===== src/rtl/seg_i2c_driver_n.sv =====
// Multi-digit 7-segment display driver: on a strobe it snapshots the digit bytes
// and writes them to the display controller as one I2C frame (addr, reg, data).
module seg_i2c_driver_n #(
    parameter int         NUM_DIGITS     = 4,
    parameter int         CLK_DIV        = 1024,
    parameter logic [6:0] DEV_ADDR       = 7'h70,
    parameter logic [7:0] REG_BASE       = 8'h00,
    parameter int         REFRESH_CYCLES = 0
) (
    input  logic                    clk_i,
    input  logic                    rst_i,
    input  logic                    sync_reset_i,
    input  logic [8*NUM_DIGITS-1:0] digits_i,
    input  logic                    disp_strobe_i,
    output logic                    busy_o,
    output logic                    done_o,
    output logic                    nack_o,
    output logic                    sda_out,
    input  logic                    sda_in,
    output logic                    sda_out_en,
    output logic                    seg_scl_o,
    output logic [2:0]              dbg_state_o
);

    // disp_strobe_i is a 1-cycle request with no ready: a strobe in IDLE starts a
    // frame at once, strobes while busy collapse into a single pending request.

    typedef enum logic [2:0] {
        S_IDLE  = 3'd0,
        S_START = 3'd1,
        S_ADDR  = 3'd2,
        S_REG   = 3'd3,
        S_DATA  = 3'd4,
        S_STOP  = 3'd5
    } state_t;

    localparam int QW = $clog2(CLK_DIV);
    localparam int DW = (NUM_DIGITS > 1) ? $clog2(NUM_DIGITS) : 1;
    localparam int RW = (REFRESH_CYCLES > 1) ? $clog2(REFRESH_CYCLES) : 1;

    state_t                  state_q, state_d;
    logic [QW-1:0]           q_cnt_q;
    logic [1:0]              qtr_q;
    logic [3:0]              bit_q;
    logic [DW-1:0]           idx_q;
    logic [8*NUM_DIGITS-1:0] digits_q;
    logic                    pend_q;
    logic                    nack_seen_q;
    logic [RW-1:0]           refresh_q;
    logic                    done_q;
    logic                    nack_q;

    logic       tick;
    logic       slot_end;
    logic       ack_sample;
    logic       ack_slot_end;
    logic       refresh_hit;
    logic       start_req;
    logic       frame_start;
    logic       last_digit;
    logic [7:0] cur_byte;
    logic [2:0] bit_sel;

    assign tick         = (q_cnt_q == QW'(CLK_DIV - 1));
    assign slot_end     = tick && (qtr_q == 2'd3);
    assign ack_sample   = tick && (qtr_q == 2'd2) && (bit_q == 4'd8);
    assign ack_slot_end = slot_end && (bit_q == 4'd8);
    assign refresh_hit  = (REFRESH_CYCLES > 0) && (state_q == S_IDLE) &&
                          (refresh_q == RW'(REFRESH_CYCLES - 1));
    assign start_req    = disp_strobe_i || pend_q || refresh_hit;
    assign frame_start  = (state_q == S_IDLE) && start_req;
    assign last_digit   = (idx_q == DW'(NUM_DIGITS - 1));
    assign bit_sel      = 3'd7 - bit_q[2:0];

    always_comb begin
        cur_byte = digits_q[{idx_q, 3'b000} +: 8];
        case (state_q)
            S_ADDR:  cur_byte = {DEV_ADDR, 1'b0};
            S_REG:   cur_byte = REG_BASE;
            default: ;
        endcase
    end

    always_comb begin
        state_d = state_q;
        case (state_q)
            S_IDLE:  if (start_req) state_d = S_START;
            S_START: if (slot_end) state_d = S_ADDR;
            S_ADDR:  if (ack_slot_end) state_d = nack_seen_q ? S_STOP : S_REG;
            S_REG:   if (ack_slot_end) state_d = nack_seen_q ? S_STOP : S_DATA;
            S_DATA:  if (ack_slot_end && (nack_seen_q || last_digit)) state_d = S_STOP;
            S_STOP:  if (slot_end) state_d = S_IDLE;
            default: state_d = S_IDLE;
        endcase
    end

    // Bus pins decode straight from registered state, so both resets force them.
    always_comb begin
        seg_scl_o  = 1'b1;
        sda_out_en = 1'b0;
        case (state_q)
            S_START: sda_out_en = qtr_q[1];
            S_ADDR, S_REG, S_DATA: begin
                seg_scl_o  = qtr_q[1];
                sda_out_en = (bit_q != 4'd8) && !cur_byte[bit_sel];
            end
            S_STOP: begin
                seg_scl_o  = (qtr_q != 2'd0);
                sda_out_en = (qtr_q != 2'd3);
            end
            default: ;
        endcase
    end

    assign busy_o      = (state_q != S_IDLE);
    assign done_o      = done_q;
    assign nack_o      = nack_q;
    assign sda_out     = 1'b0;
    assign dbg_state_o = state_q;

    always_ff @(posedge clk_i or posedge rst_i) begin
        if (rst_i) begin
            state_q <= S_IDLE;
        end else if (sync_reset_i) begin
            state_q <= S_IDLE;
        end else begin
            state_q <= state_d;
        end
    end

    always_ff @(posedge clk_i or posedge rst_i) begin
        if (rst_i) begin
            q_cnt_q     <= '0;
            qtr_q       <= '0;
            bit_q       <= '0;
            idx_q       <= '0;
            digits_q    <= '0;
            pend_q      <= 1'b0;
            nack_seen_q <= 1'b0;
            refresh_q   <= '0;
            done_q      <= 1'b0;
            nack_q      <= 1'b0;
        end else if (sync_reset_i) begin
            q_cnt_q     <= '0;
            qtr_q       <= '0;
            bit_q       <= '0;
            idx_q       <= '0;
            digits_q    <= '0;
            pend_q      <= 1'b0;
            nack_seen_q <= 1'b0;
            refresh_q   <= '0;
            done_q      <= 1'b0;
            nack_q      <= 1'b0;
        end else begin
            done_q <= (state_q == S_STOP) && slot_end && !nack_seen_q;
            nack_q <= (state_q == S_STOP) && slot_end && nack_seen_q;

            if (state_q == S_IDLE) begin
                q_cnt_q <= '0;
                qtr_q   <= '0;
                bit_q   <= '0;
            end else begin
                if (tick) begin
                    q_cnt_q <= '0;
                    qtr_q   <= qtr_q + 2'd1;
                end else begin
                    q_cnt_q <= q_cnt_q + QW'(1);
                end
                if (slot_end) begin
                    bit_q <= ((state_q == S_START) || (bit_q == 4'd8)) ? 4'd0 : bit_q + 4'd1;
                end
            end

            if (frame_start) begin
                idx_q       <= '0;
                digits_q    <= digits_i;
                nack_seen_q <= 1'b0;
            end else begin
                if ((state_q == S_DATA) && ack_slot_end && !last_digit) begin
                    idx_q <= idx_q + DW'(1);
                end
                if (ack_sample && sda_in) begin
                    nack_seen_q <= 1'b1;
                end
            end

            if (frame_start) begin
                pend_q <= 1'b0;
            end else if ((state_q != S_IDLE) && disp_strobe_i) begin
                pend_q <= 1'b1;
            end

            // Refresh interval counts idle time only; it sits at zero during a frame.
            if (frame_start) begin
                refresh_q <= '0;
            end else if (state_q == S_IDLE) begin
                refresh_q <= refresh_q + RW'(1);
            end
        end
    end

endmodule


===== config.mk =====
export PLATFORM = sky130hd
export DESIGN_NAME = seg_i2c_driver_n
export DESIGN_NICKNAME = d
export VERILOG_FILES = /design/src/rtl/seg_i2c_driver_n.sv
export SDC_FILE = /design/constraint.sdc
export NUM_CORES = 1
export LEC_CHECK = 0
export ABC_AREA = 1
export CAP_MARGIN = 20
export CELL_PAD_IN_SITES_DETAIL_PLACEMENT = 1
export CELL_PAD_IN_SITES_GLOBAL_PLACEMENT = 2
export CORE_UTILIZATION = 28
export CTS_CLUSTER_SIZE = 14
export DETAILED_ROUTE_END_ITERATION = 10
export GPL_ROUTABILITY_DRIVEN = 0
export PLACE_DENSITY = 0.71
export SETUP_SLACK_MARGIN = 0.02
export SLEW_MARGIN = 20
export SYNTH_ARGS = -nofsm -noshare
export SYNTH_HDL_FRONTEND = slang
export SYNTH_SLANG_ARGS = --single-unit
export TNS_END_PERCENT = 100

===== constraint.sdc =====
create_clock -name clk_i -period 1.9 [get_ports clk_i]
set_input_delay 0.475 -clock clk_i [delete_from_list [all_inputs] [get_ports clk_i]]
set_output_delay 0.475 -clock clk_i [all_outputs]
set_load 0.02 [all_outputs]

Word-level counts from Yosys, hierarchy flattened --
Index checks and enable logic that the tools add are counted.
Word-level totals: register bits 57, input bits 37, output and inout port bits 9, word-level logic and storage cells 104
Cells by class: $add $sub $neg 5, magnitude comparators 1, eq/ne operators 18, shifts and indexed selects 1, mux-type cells 38, reductions and logical operators 31
Operator list (number):
- 2-to-1 mux 32 bit | 2
- variable part select 32 x 6 -> 8 bit | 1
- 2-to-1 mux 10 bit | 3
- 2-to-1 mux 3 bit | 8
- != test 3 bit, second input constant | 6
- case mux 3 bit (6 select lines) | 1
- nonzero test 3 bit | 6
- 2-to-1 mux 4 bit | 4
- case mux 8 bit (2 select lines) | 1
- logical AND 1 bit | 14
- 2-to-1 mux 2 bit | 6
- adder 10 x 1 -> 10 bit, second input constant | 1
- == test 10 bit, second input constant | 1
- 2-to-1 mux 1 bit | 10
- == test 2 bit, second input constant | 3
- == test 3 x 2 -> 1 bit, second input constant | 2
- == test 3 bit, second input constant | 2
- AND reduction 6 bit | 1
- adder 2 x 1 -> 2 bit, second input constant | 2
- adder 4 x 1 -> 4 bit, second input constant | 1
- == test 4 bit, second input constant | 1
- less-than comparator 3 x 4 -> 1 bit, second input constant | 1
- != test 4 bit, second input constant | 1
- nonzero test 2 bit | 2
- other kinds (10) | 14

Logic depth before layout (Yosys ltp) --
word-level depth 8, mapped depth 12, gate-level depth less buffers 12

Worst setup path before layout --
No wires, ideal clock.
path type flip-flop to output port, start register state_q[2], in the netlist dbg_state_o[2], end output seg_scl_o, arrival time 1.550 ns, data required time 1.425 ns, path slack -0.125 ns, stages on the path, launching flop included 3, path buffers 0, path through dfrtp_1 > inv_1 > o311ai_0
Between the ends: longest elaborated chain between the ends 3, elaborated cells on any way between the ends 6
Ends and longest elaborated chain:
- start: declaration | RTL line 41 | state_t state_q, state_d;
- start signal: assignment | RTL line 127 | state_q <= state_d;
- == test 3 bit or == test 3 x 2 -> 1 bit (tied branches) | RTL line 101 | case (state_q)
- OR reduction 3 bit | RTL line 101
- case mux 1 bit (2 select lines) * | RTL line 101
- end: declaration | RTL line 21 | output logic seg_scl_o,
Every way passes the cells marked *; elsewhere a longest branch is shown, timed or not.

Final worst setup path --
start register idx_q[0], end output sda_out_en
Between the ends: longest elaborated chain between the ends 7
Ends and longest elaborated chain:
- start: declaration | RTL line 45 | logic [DW-1:0] idx_q;
- start signal: assignment | RTL line 180 | idx_q <= idx_q + DW'(1);
- variable part select 32 x 6 -> 8 bit | RTL line 76 | cur_byte = digits_q[{idx_q, 3'b000} +: 8];
- case mux 8 bit (2 select lines) | RTL line 77 | case (state_q)
- binary-select mux 1 bit (select 3 bit) | RTL line 105 | sda_out_en = (bit_q != 4'd8) && !cur_byte[bit_sel];
- 2-to-1 mux 1 bit (not written as such) | RTL line 105
- zero test 1 bit | RTL line 105
- logical AND 1 bit | RTL line 105
- case mux 1 bit (3 select lines) | RTL line 101
- end: declaration | RTL line 20 | output logic sda_out_en,
Every way passes these cells. The select of a mux whose other input is x is not followed.

==> results.py <==
metrics = {
    "yosys": {
        "ys_ff_latch": 57,
        "yosys_warnings": 0,
        "synth_top_area_frac": 0.460,
        "synthCells": 400,
        "synth_top_area_cell": "dfrtp_1",
        "syn-cell-area_um2": 3100,
        "yosys-top-cells-area": "dfrtp_1 46%, nand3_1 11%, nand2_1 11%",
        "syn-num-nets": 444,
        "seq_area_frac_synth": 0.460,
        "avgSynthCellArea_um2": 7.74,
        "async_reset_ff_frac": 1.00,
        "synth_common_cells": "91 x nand2_1, 70 x nand3_1, 57 x dfrtp_1, 53 x inv_1, 29 x o21ai_0",
        "synth_most_common_cell": "nand2_1",
        "synth_cell_type_count": 34,
        "synth_top_flop_cell": "dfrtp_1",
        "synth_edf_count": 0,
    },
    "critical_path": {
        "cp-end-kind": "output pin",
        "worstSetupPathType": "register to output pin",
        "required_ps": 1420,
        "path_common_cell": "nand2_2",
        "crit_chain": "buf_6 -> nand2_2 -> o211ai_1 -> nand2_1 -> nand2_1 -> a21oi_2 -> nand2_2 -> nand3_2 -> nand2_2 -> buf_6",
        "crit_slowest_cell": "dfrtp_2",
        "startpoint_type": "register",
        "arrival_ps": 1730,
        "critPathMaxStageDelay_ps": 440,
        "crit_fanout": 8,
    },
    "timing": {
        "fin_ws_ps": -301,
        "hold_violations": 0,
        "finalCritPeriodShare": 1.16,
        "grt_setup_unrepaired": "true",
        "fin_tns_setup_ps": -427,
        "fin_crit_ps": 2200,
        "finClkSkew_ps": 8.68,
        "fmax_ghz": 0.454,
        "setup_violations": 2,
        "slew_violations": 0,
    },
    "route": {
        "routed_wl_um": 8590,
        "drc_errors": 0,
        "wl_per_cell_um": 13.4,
        "vias": 2967,
        "maxUsedRoutingLayer": "met4",
        "drt_iter0_markers": 60,
        "wl_met3_um": 283,
        "drt-met1-wl_um": 4210,
        "routed_via_density": 4.63,
        "first_pass_iters": 4,
        "wl_met2_um": 3980,
        "ant_nets": 0,
    },
    "clocking": {
        "clock_latency_ps": 340,
        "cts_tree": "yes",
        "cts.clk_slew.worst_paths_ps": 70,
        "cts_hold_buf": 0,
        "cts.sinks": 57,
        "numCtsBuffers": 9,
        "cts_max_path_buffers": 2,
        "h-tree-depth": 3,
        "root_buffer": "clkbuf_8",
    },
    "die": {
        "num_rows": 38,
        "chipWidth_um": 107,
        "dieArea_um2": 11500,
        "start_util": 0.287,
        "coreArea_um2": 10800,
        "io_pins": 46,
        "fp.dieH_um": 107,
    },
    "finish": {
        "layout-drive-gt1-share": 0.232,
        "area_delta_synth_final_pct": 41.0,
        "n_antenna_cell": 0,
        "final_nets": 540,
    },
    "status": {
        "outcome": "finished with violations",
        "violations": "setup timing",
    },
    "worst_hold_path": {
        "hold_class": "input pin to async pin",
    },
    "global_route": {
        "overflow": 0,
        "grt_pass1_vias": 3080,
        "grt_first_pass_wirelength_um": 14800,
        "grt_antenna_before_repair": 0,
        "grt_start_max_net_pins": 45,
        "track_usage": 0.166,
    },
    "run": {
        "max-cap-violations": 0,
    },
    "pwr": {
        "power_density_nw_per_um2": 1160,
        "ir_drop_mv": 0.396,
        "p_leak_uw": 0.00210,
    },
    "place": {
        "dp_hpwl_um": 6540,
        "dp_slack_ps": -463,
        "io_buffers": 44,
    },
}
final timing paths:
check | endpoint | cells past startpoint | slack (ps) | start
max reg2reg | bit_q[3] | 11 | 170 | dbg_state_o[2]
min in group clk_i | digits_q[23] | 2 | 480 | digits_q[23]
min reg2reg | digits_q[23] | 2 | 480 | digits_q[23]
min | q_cnt_q[8] | 2 | 400 | rst_i
max | sda_out_en | 10 | -300 | idx_q[0]
max in group asynchronous | dbg_state_o[0] | 3 | 920 | rst_i
layout by cell type (no fill, tap or decap), types with 2 or more instances in the layout:
master and count:
a21oi_1 9, buf_12 3, buf_4 51, buf_6 4, clkbuf_8 10, clkdlybuf4s50_1 38
clkinv_2 2, clkinvlp_4 2, dfrtp_1 55, dfrtp_2 2, dlygate4sd2_1 3, ha_1 7
inv_1 48, inv_2 8, nand2_1 83, nand2_2 12, nand2_4 2, nand3_1 67
nand3_2 3, nand4_1 3, nor2_1 24, nor2_4 7, nor3_1 3, nor3b_1 2
o211ai_1 5, o21ai_0 26, o21ai_1 3, o21ai_2 2, xnor2_1 2, xor2_1 2
where the power goes:
part / internal (µW) / leakage (µW) / switching [µW]
logic: 995 / 0.00123 / 1340
registers: 1460 / 0.000773 / 154
clock network: 636 / 0.0000953 / 509
critical path, delay by kind of cell, from the launching register on:
family	cells	cell delay [ps]
AOI/OAI and AO/OA	2	230
buffers and inverters	2	280
DFF	1	440
and+or+nand+nor	6	450
registers in the layout, indices dropped and copies added (netlist names):
name         cells
q_cnt_q         10
nack_o           1
qtr_q            2
digits_q        32
bit_q            4
idx_q            2
dbg_state_o      3
nack_seen_q      1
done_o           1
pend_q           1
per-layer routing:
metal  GRT usage  vias to the layer above
met5           0                        -
met4      0.0479                        0
met3      0.0450                       12
met2       0.268                       38
met1       0.218                     1443
li1            -                     1474
stage by stage:
stage	std cells	area, µm²	total power (µW)	utilization	hold slack (ps)
4_1_cts	641	4330	5100	0.401	408
3_3_place_gp	624	4100	3820	0.380	466
6_report	641	4370	5090	0.405	403
5_1_grt	641	4370	5520	0.405	431
3_5_place_dp	624	4100	3880	0.380	471
2_1_floorplan	400	3100	2840	-	437
cell type report:
class                           count  area, µm²
Tap cell                          140        175
Clock inverter                      5       55.1
Fill cell                        1328       6420
Clock buffer                       11        141
Timing Repair Buffer              100        900
Multi-Input combinational cell    271       1460
Sequential cell                    57       1430
Inverter                           57        214
cell families (layout without fill, tap and decap cells):
| family | count (synthesis) | in the layout | share of synthesized area |
|---|---|---|---|
| simple gates | 210 | 210 | 0.320 |
| flops | 57 | 57 | 0.460 |
| xor+xnor | 4 | 4 | 0.0113 |
| buf+inv | 72 | 173 | 0.0909 |
| other cells | 1 | 1 | 0.00121 |
| compound gates | 49 | 49 | 0.0876 |
| fa+ha+maj | 7 | 7 | 0.0283 |
timing repair:
item                       CTS  global route
gates resized for setup     33            16
pin swaps                    8             4
setup endpoints to repair    6             2
setup buffers                1             0
Power figures use the tool's default switching activity.
==> patch: new RTL, config.mk and constraints unchanged <==
Set the parameter `REG_BASE` to 8'h01 (it was 8'h00).
--- a/src/rtl/seg_i2c_driver_n.sv
+++ b/src/rtl/seg_i2c_driver_n.sv
@@ -4,7 +4,7 @@
     parameter int         NUM_DIGITS     = 4,
     parameter int         CLK_DIV        = 1024,
     parameter logic [6:0] DEV_ADDR       = 7'h70,
-    parameter logic [7:0] REG_BASE       = 8'h00,
+    parameter logic [7:0] REG_BASE       = 8'h01,
     parameter int         REFRESH_CYCLES = 0
 ) (
     input  logic                    clk_i,
Behaviour: same outputs for any inputs over 10 cycles, from zero or initial values and one cycle with rst_i high; that may be too few to reach the edited logic, so the function may still have changed.
==> patch against the original RTL <==
The run still ends with setup timing left; sequential share of layout area fell by 1.6 points; setup slack got worse by 0.046 ns; cell area rose by 5.2%; area after synthesis rose by 1.6%; wire length rose by 1.2%; power rose by 11%; first-iteration DRC count rose by 28%; sequential cell count did not move; critical endpoint unchanged; largest cell class unchanged.
==> patch: results (changes against the original RTL) <==
<table>
<tr><th>Metric</th><th>Value</th></tr>
<tr><th colspan="2">Power and ir drop</th></tr>
<tr><td>Peak VDD IR</td><td>417 uV (+5.4%)</td></tr>
<tr><td>Leakage power figure</td><td>2.19 nW (+4.5%)</td></tr>
<tr><th colspan="2">Logic synthesis</th></tr>
<tr><td>Sequential cell area fraction in the yosys report</td><td>45.3% (-0.73 points)</td></tr>
<tr><td>Most common library cells after synthesis</td><td>nand2_1 (107), nand3_1 (64), dfrtp_1 (57)</td></tr>
<tr><td>Post-Syn Nets</td><td>445 (+0.23%)</td></tr>
<tr><td>Distinct cell type count after synthesis</td><td>37 (+8.8%)</td></tr>
<tr><td>Gate Count Post-Synth</td><td>401 (+0.25%)</td></tr>
<tr><th colspan="2">Setup path</th></tr>
<tr><td>Cell family with the largest share of critical-path delay</td><td>flip-flops</td></tr>
<tr><td>RR Startpoint</td><td>dbg_state_o[1]$_DFFE_PP0P_</td></tr>
<tr><td>Highest fanout seen on the critical path</td><td>9 (+1)</td></tr>
<tr><td>Worst R2R Path Depth</td><td>10 (-1)</td></tr>
<tr><td>Maximum cell stage delay along the critical path</td><td>0.49 ns (+0.05 ns)</td></tr>
<tr><td>Critical Path AT</td><td>1.77 ns (+0.04 ns)</td></tr>
<tr><th colspan="2">Drt</th></tr>
<tr><td>First DRT Iteration DRCs</td><td>77 (+28%)</td></tr>
<tr><td>Detail-routed net length per standard cell</td><td>13.5 um (+0.61%)</td></tr>
<tr><th colspan="2">STA</th></tr>
<tr><td>Clk_skew</td><td>0.0156 ns (+0.00690 ns)</td></tr>
<tr><td>Final count of negative-setup-slack endpoints</td><td>2 (unchanged)</td></tr>
<tr><td>Final critical-path setup slack</td><td>-0.347 ns (-0.0460 ns)</td></tr>
<tr><td>Setup TNS after final layout</td><td>-0.470 ns (-0.0433 ns)</td></tr>
<tr><th colspan="2">Placement</th></tr>
<tr><td>Post-placement cell area</td><td>4110 um^2 (+0.21%)</td></tr>
<tr><th colspan="2">Finish</th></tr>
<tr><td>Share of post-route cells with drive strength above 1</td><td>29.3% (+6.2 points)</td></tr>
<tr><td>Filler cell count</td><td>1,288 (-3.0%)</td></tr>
<tr><td>Final Instance Count excl. Fillers</td><td>645 (+0.62%)</td></tr>
<tr><th colspan="2">Global route</th></tr>
<tr><td>Largest net degree at the start of global routing</td><td>58 (+29%)</td></tr>
<tr><th colspan="2">Run status</th></tr>
<tr><td>Result of the run</td><td>complete, but fails checks</td></tr>
<tr><td>Violated checks</td><td>setup timing</td></tr>
</table>
## patch: changes by cell type after synthesis, moves of 3 or more
cell | before | now
buf_1 | 4 | 1
nor2_1 | 26 | 22
o21ai_0 | 29 | 22
inv_1 | 53 | 40
nand3_1 | 70 | 64
nand3_2 | 0 | 3
nand2_1 | 91 | 107
nand2_2 | 4 | 7
## patch: how the worst min path moves through the flow
stage	start	endpoint	slack, ns	cells after the start
2_1_floorplan	q_cnt_q[0]$_DFF_PP0_	q_cnt_q[0]$_DFF_PP0_	0.43	1
3_3_place_gp	q_cnt_q[0]$_DFF_PP0_	q_cnt_q[0]$_DFF_PP0_	0.45	1
3_5_place_dp	digits_q[30]$_DFFE_PP0N_	digits_q[30]$_DFFE_PP0N_	0.46	2
4_1_cts	digits_q[4]$_DFFE_PP0N_	digits_q[4]$_DFFE_PP0N_	0.48	2
5_1_grt	digits_q[14]$_DFFE_PP0N_	digits_q[14]$_DFFE_PP0N_	0.51	2
6_report	digits_q[4]$_DFFE_PP0N_	digits_q[4]$_DFFE_PP0N_	0.48	2
## patch: cells by family (layout without fill, tap and decap cells)
kind of cell / count (synthesis) / in the layout / synth area share [%]
and+or+nand+nor: 226 / 226 / 34.6
buffers and inverters: 63 / 167 / 8.43
DFF: 57 / 57 / 45.3
AOI/OAI and AO/OA: 43 / 43 / 7.63
adders and majority gates: 7 / 7 / 2.78
xor gates and xnor gates: 4 / 4 / 1.11
other: 1 / 1 / 0.119
## patch: report_power, final
group	internal [mW]	leakage (nW)	total, mW	switching (mW)
Sequential	1.46	0.773	1.65	0.191
Clock	0.805	0.112	1.32	0.513
Combinational	1.21	1.30	2.67	1.47
## patch: layout make-up
| cell class | instances | share of cell area [%] |
|---|---|---|
| Inverter | 47 | 4.03 |
| Clock buffer | 11 | 3.30 |
| Tap cell | 140 | 3.81 |
| Clock inverter | 4 | 1.66 |
| Sequential cell | 57 | 31.1 |
| Timing Repair Buffer | 105 | 21.2 |
| Multi-Input combinational cell | 281 | 34.9 |
## patch: repair_timing
item,4_1_cts,5_1_grt
endpoints found under the setup margin,6,34
pin swaps,8,25
endpoints found under the hold margin,0,0
buffers inserted,3,5
cloned,1,0
hold buffers,0,0
gates resized for setup,49,34
## patch: per-stage QoR
step           worst slack (ns)  utilization, %
5_1_grt                  -0.452            42.2
3_5_place_dp             -0.493            37.7
2_1_floorplan          -0.00785               -
6_report                 -0.347            42.2
4_1_cts                  -0.385            41.0
3_3_place_gp             -0.481            37.7
## patch: layer usage
metal,part of all wire [%],up-vias,GRT usage (%)
met1,47,1407,21.0
met2,49,37,27.7
li1,-,1497,-
met5,0,-,0
met4,1.7,0,6.46
met3,2.4,11,2.83
